--- src/rtl/coin_sum_multi.sv ---
// coin_sum_multi: multi-channel coin accumulator for the ticket vending datapath.
// Coin strobes from NCH acceptor channels are arbitrated round-robin. Each
// granted coin is added to a saturating running credit. The credit is compared
// against the ticket price, and change is reported once per transaction.
module coin_sum_multi #(
    parameter int DW      = 8,     // width of one coin value
    parameter int SUM_W   = 12,    // width of credit, price and change
    parameter int NCH     = 2,     // number of coin channels (1..8)
    parameter int MAX_SUM = 4095   // credit saturation ceiling
) (
    input  logic                clk,
    input  logic                rst,
    input  logic                frt_fg,
    input  logic [NCH-1:0]      in_RDY,
    input  logic [NCH*DW-1:0]   DATA_in,
    input  logic [SUM_W-1:0]    price,
    output logic                out_RDY,
    output logic                state_cmp,
    output logic [SUM_W-1:0]    DATA_out,
    output logic [SUM_W-1:0]    change,
    output logic                ovf,
    output logic                busy
);

    localparam int PTR_W = (NCH > 1) ? $clog2(NCH) : 1;

    typedef enum logic [1:0] {
        S_IDLE,
        S_CAPTURE,
        S_ADD,
        S_DONE
    } state_t;

    state_t             r_state;
    state_t             w_state_nxt;

    logic [NCH-1:0]     r_pend;
    logic [NCH-1:0]     w_pend_nxt;
    logic [NCH-1:0]     w_req;
    logic               r_clr_pend;
    logic [PTR_W-1:0]   r_rr_ptr;
    logic [PTR_W-1:0]   w_rr_nxt;
    logic [PTR_W-1:0]   r_gnt;
    logic [PTR_W-1:0]   w_gnt;
    logic               w_found;
    logic               w_grant;
    logic               r_live;
    logic [DW-1:0]      r_coin;

    logic [SUM_W-1:0]   r_data_out;
    logic [SUM_W-1:0]   r_change;
    logic               r_state_cmp;
    logic               r_ovf;
    logic               r_out_rdy;

    logic [SUM_W-1:0]   w_base;
    logic [SUM_W:0]     w_sum;
    logic               w_sat;
    logic [SUM_W-1:0]   w_credit;
    logic               w_ovf_nxt;
    logic               w_cmp;

    // Channel index 'off' positions after 'base', wrapping at NCH.
    function automatic logic [PTR_W-1:0] wrap_add(input logic [PTR_W-1:0] base,
                                                   input int off);
        int s;
        s = int'(base) + off;
        if (s >= NCH) s = s - NCH;
        return PTR_W'(s);
    endfunction

    // Round-robin arbiter: first requester at or after the pointer wins.
    always_comb begin
        // NOTE: every signal driven here gets a default first, so no path can infer a latch.
        w_req   = r_pend | in_RDY;
        w_found = 1'b0;
        w_gnt   = '0;
        for (int i = 0; i < NCH; i++) begin
            if (!w_found && w_req[wrap_add(r_rr_ptr, i)]) begin
                w_found = 1'b1;
                w_gnt   = wrap_add(r_rr_ptr, i);
            end
        end
        w_grant  = (r_state == S_IDLE) && w_found;
        w_rr_nxt = wrap_add(w_gnt, 1);
    end

    // Pending strobes accumulate; the granted bit is dropped unless a fresh
    // strobe on that channel coincides with a pended one.
    always_comb begin
        w_pend_nxt = r_pend | in_RDY;
        if (w_grant) begin
            w_pend_nxt[w_gnt] = r_pend[w_gnt] & in_RDY[w_gnt];
        end
    end

    // Saturating accumulate of the captured coin onto the running credit.
    always_comb begin
        w_base    = r_clr_pend ? '0 : r_data_out;
        w_sum     = {1'b0, w_base} + {{(SUM_W + 1 - DW){1'b0}}, r_coin};
        w_sat     = (w_sum > (SUM_W + 1)'(MAX_SUM));
        w_credit  = w_sat ? SUM_W'(MAX_SUM) : w_sum[SUM_W-1:0];
        w_ovf_nxt = (r_ovf & ~r_clr_pend) | w_sat;
        w_cmp     = (w_credit >= price);
    end

    // FSM state register.
    always_ff @(posedge clk) begin
        // NOTE: sequential state uses non-blocking assignments so every register samples pre-edge values.
        if (rst) r_state <= S_IDLE;
        else     r_state <= w_state_nxt;
    end

    // FSM next-state: one coin per four cycles.
    always_comb begin
        w_state_nxt = r_state;
        case (r_state)
            S_IDLE:    if (w_found) w_state_nxt = S_CAPTURE;
            S_CAPTURE: w_state_nxt = S_ADD;
            S_ADD:     w_state_nxt = S_DONE;
            S_DONE:    w_state_nxt = S_IDLE;
            default:   w_state_nxt = S_IDLE;
        endcase
    end

    // Arbitration, capture and result registers.
    always_ff @(posedge clk) begin
        if (rst) begin
            r_pend      <= '0;
            r_clr_pend  <= 1'b0;
            r_rr_ptr    <= '0;
            r_gnt       <= '0;
            r_live      <= 1'b0;
            r_coin      <= '0;
            r_data_out  <= '0;
            r_change    <= '0;
            r_state_cmp <= 1'b0;
            r_ovf       <= 1'b0;
            r_out_rdy   <= 1'b0;
        end else begin
            r_pend     <= w_pend_nxt;
            // A first-coin flag survives until an ADD consumes it; one raised
            // during ADD itself belongs to the next transaction.
            r_clr_pend <= frt_fg | (r_clr_pend & (r_state != S_ADD));
            r_out_rdy  <= (r_state == S_ADD);

            if (w_grant) begin
                r_gnt    <= w_gnt;
                r_live   <= in_RDY[w_gnt];
                r_rr_ptr <= w_rr_nxt;
            end

            // Data is valid only the cycle after its own strobe; a grant from
            // the pending register has no valid data and adds nothing.
            if (r_state == S_CAPTURE) begin
                r_coin <= r_live ? DATA_in[r_gnt*DW +: DW] : '0;
            end

            if (r_state == S_ADD) begin
                r_data_out  <= w_credit;
                r_ovf       <= w_ovf_nxt;
                r_state_cmp <= w_cmp;
                r_change    <= w_cmp ? (w_credit - price) : '0;
            end
        end
    end

    assign out_RDY   = r_out_rdy;
    assign state_cmp = r_state_cmp;
    assign DATA_out  = r_data_out;
    assign change    = r_change;
    assign ovf       = r_ovf;
    assign busy      = (r_state != S_IDLE);

endmodule

--- config.mk ---
export PLATFORM = sky130hd
export DESIGN_NAME = coin_sum_multi
export DESIGN_NICKNAME = d
export VERILOG_FILES = /design/src/rtl/coin_sum_multi.sv
export SDC_FILE = /design/constraint.sdc
export NUM_CORES = 1
export LEC_CHECK = 0
export BUFFER_PORTS_ARGS = -buffer_cell sky130_fd_sc_hd__buf_2
export CORE_UTILIZATION = 45
export CTS_CLUSTER_DIAMETER = 150
export DETAILED_ROUTE_END_ITERATION = 10
export PLACE_DENSITY_LB_ADDON = 0.2
export SKIP_CTS_REPAIR_TIMING = 1
export SYNTH_ARGS = -nofsm -noshare
export SYNTH_HDL_FRONTEND = slang
export SYNTH_SLANG_ARGS = --single-unit
--- constraint.sdc ---
create_clock -name clk -period 4.1 [get_ports clk]
set_input_delay 0 -clock clk [delete_from_list [all_inputs] [get_ports clk]]
set_output_delay 0 -clock clk [all_outputs]
set_load 0.1 [all_outputs]
==> impl_results.md <==
* Clock Skew at 0.0101 ns
* DRC at 0
* Reg clk slew, reported paths at 0.09 ns
* Clock root buffer: clkbuf_8
* Hpwl dp at 5040 um
* Grt ovf at 0
* GR Util met2 at 33.9%
* Max_cap viols at 0
* WL final at 6720 um
* CP max FO at 12
* Slew @ Worst Pin at 0.802 ns
* Busiest layer in global routing: met2
* P&R area growth vs syn at 15.8%
* FF/Latch Area at 861 um2
* Fin crit period at 3.78 ns
* Area of the multi-input gates at 0.00190 mm2
* Chip height at 82.3 um
* Critical Path Max Stage Delay at 0.40 ns
* Yosys warns at 0
* Placer congestion estimate at 0.914
* Largest net degree at the start of global routing at 44
* Vias per cell at 5.30
* Pwr per Cell Area at 520 mW/mm2
* Initial antenna violation count at 0
* HP Class: in -> reg
* Port Buf Inserts at 60
* Row count at 28
* Critical Path RT at 4.30 ns
* Starting density of the core at 47.9%
* Slew Limit Fails at 0
* Status: complete, no violations
* RSZ-0062 raised after global routing: no
* Most common cell after layout, fill and taps aside: buf_2
* Ports at 61
* Clock Latency Late Sink at 0.30 ns
* Cell variety after synth at 58
* CP delay by family, top: compound AO/OA/AOI/OAI gates
* Gr usage total at 21.3%
* #FFs+latches synth at 43
* Final period utilization at 92.2%
* Syn avg cell area at 8.12 um2
* First-pass GRT wire length at 11,000 um
* Deepest clock path buffer count at 2
* Antenna Nets Post-Route at 0
* Nets in the synthesized netlist at 416
* Post-synthesis async set-or-reset flop share at 0%
* Final hold vios at 0
* GR Util met1 at 29.1%
* Setup CP Type: reg -> reg
* Die area at 0.00677 mm2
* CTS tree: yes
* Vias in the first global route at 2,448
* CTS Buf Count at 5
* Nets at 473
* Top_reg_cell synth: dfxtp_1
* Wire per inst at 13.7 um
* Max_slew headroom at 46.5%
* Layout cells sized above 1 at 23.4%
* EDFF count, synth at 0
* Routed via count at 2,596
* Slowest-stage cell, CP: fa_1
* Register area share after synthesis at 29.7%
* # setup viols final at 0
* Worst path bufs/invs at 1
* Hold slack final at 0.000660 ns
* DR pass1 iterations at 4
* Core area at 0.00606 mm2
* WP data arrival at 3.98 ns
* Max IR drop VDD at 0.311 mV
* Crit path launch type: flip-flop
* Clk sink count at 43
* Filler cell count at 585
* Max Clk Rate at 265 MHz
* Mapped cell area at 0.00290 mm2
* Crit end category: flip-flop
* Most frequent cells in the layout: 60 x buf_2, 57 x nor2_1, 43 x dfxtp_1
* CP cell instances: nor2b_1 > ha_1 > inv_1 > fa_1 > nor2b_1 > o21ai_1 > a31oi_4 > nand3_4 > o21ai_1 > ha_1 > nor3_1 > nor4_1 > o21a_1 > a2111oi_2 > xor2_1 > o21ai_1
* Lkg Pwr at 0.00151 uW
* Post-Syn Instances at 357
* Antenna diodes at 0
* Setup TNS at 0 ns
* Cell mode on critical path: o21ai_1
* Initial DRC Count at 164
* Die X at 82.3 um
* GR Util met3 at 3.19%
* H-tree depth at 2
through the flow:
step	instance area (um2)	power, uW	setup WS [ns]	util, %	std cells
final	3360	1750	0.320	55.4	490
after global routing	3360	1870	0.0270	55.4	490
after CTS	3340	1750	0.180	55.1	489
after detailed placement	3260	1470	0.183	53.7	481
after global placement	3260	1460	0.328	53.7	481
after floorplan	2900	1300	0.0529	-	357
cells by family (layout without fill, tap and decap cells):
| kind of cell | Yosys count | in the layout | share of synthesized area, % |
|---|---|---|---|
| fa+ha+maj | 26 | 26 | 11.7 |
| mux | 10 | 10 | 3.80 |
| xor+xnor | 14 | 14 | 4.23 |
| flops | 43 | 43 | 29.7 |
| simple gates | 129 | 129 | 21.7 |
| compound gates | 98 | 98 | 24.0 |
| buf+inv | 37 | 95 | 4.92 |
cell type report:
cell class	count	share of cell area [%]
multi-input combinational	277	56.7
inverter	24	2.68
tap	75	2.79
sequential	43	25.6
timing repair buffer	63	9.68
clock buffer	6	2.16
clock inverter	2	0.372
report_power, final:
part	internal, uW	switching, uW	total [uW]
Combinational	290	647	938
Sequential	481	53.7	534
Clock	119	154	274
Total	890	855	1750
path summary, 6_finish.rpt:
path | from | end | slack, ns | cells after the start
setup / recovery | DATA_out[0]$_SDFFE_PP0P_ | change[11]$_SDFFE_PP0P_ | 0.32 | 16
hold / removal | in_RDY[0] | r_pend[0]$_SDFF_PP0_ | 0.0007 | 3
setup reg to reg | DATA_out[0]$_SDFFE_PP0P_ | change[11]$_SDFFE_PP0P_ | 0.32 | 16
hold reg to reg | change[10]$_SDFFE_PP0P_ | change[10]$_SDFFE_PP0P_ | 0.46 | 2
synth_stat cells, types with 6 or more instances:
cell type	instances	share of area (%)
ha_1	24	10
dfxtp_1	43	30
xnor2_1	8	2.4
nand2_1	23	3.0
a22oi_1	7	1.8
o21ai_0	12	2.1
nand2b_1	6	1.3
a21oi_1	32	5.5
o21ai_1	7	1.2
xor2_1	6	1.8
inv_1	24	3.1
mux2_2	8	3.1
nor2b_1	18	3.9
clkbuf_1	11	1.4
nor2_1	57	7.4
worst reg2reg max path: stages (launching register included):
cell and delay, ns:
dfxtp_1 0.34, nor2b_1 0.14, ha_1 0.21, inv_1 0.07
fa_1 0.40, nor2b_1 0.14, o21ai_1 0.14, a31oi_4 0.32
nand3_4 0.23, o21ai_1 0.23, ha_1 0.35, nor3_1 0.25
nor4_1 0.10, o21a_1 0.14, a2111oi_2 0.38, xor2_1 0.18
o21ai_1 0.07
routing by layer:
layer,share of wire (%),up-vias
met5,0,-
met4,1.5,0
met3,4.2,10
met2,45,74
met1,49,1145
li1,-,1367
registers in the layout (all words and copies together), names as in the netlist, 2 cells and up:
signal,flops
DATA_out,12
change,12
r_coin,8
r_pend,2
r_state,2
No activity file was read; power rests on OpenSTA's default activity.
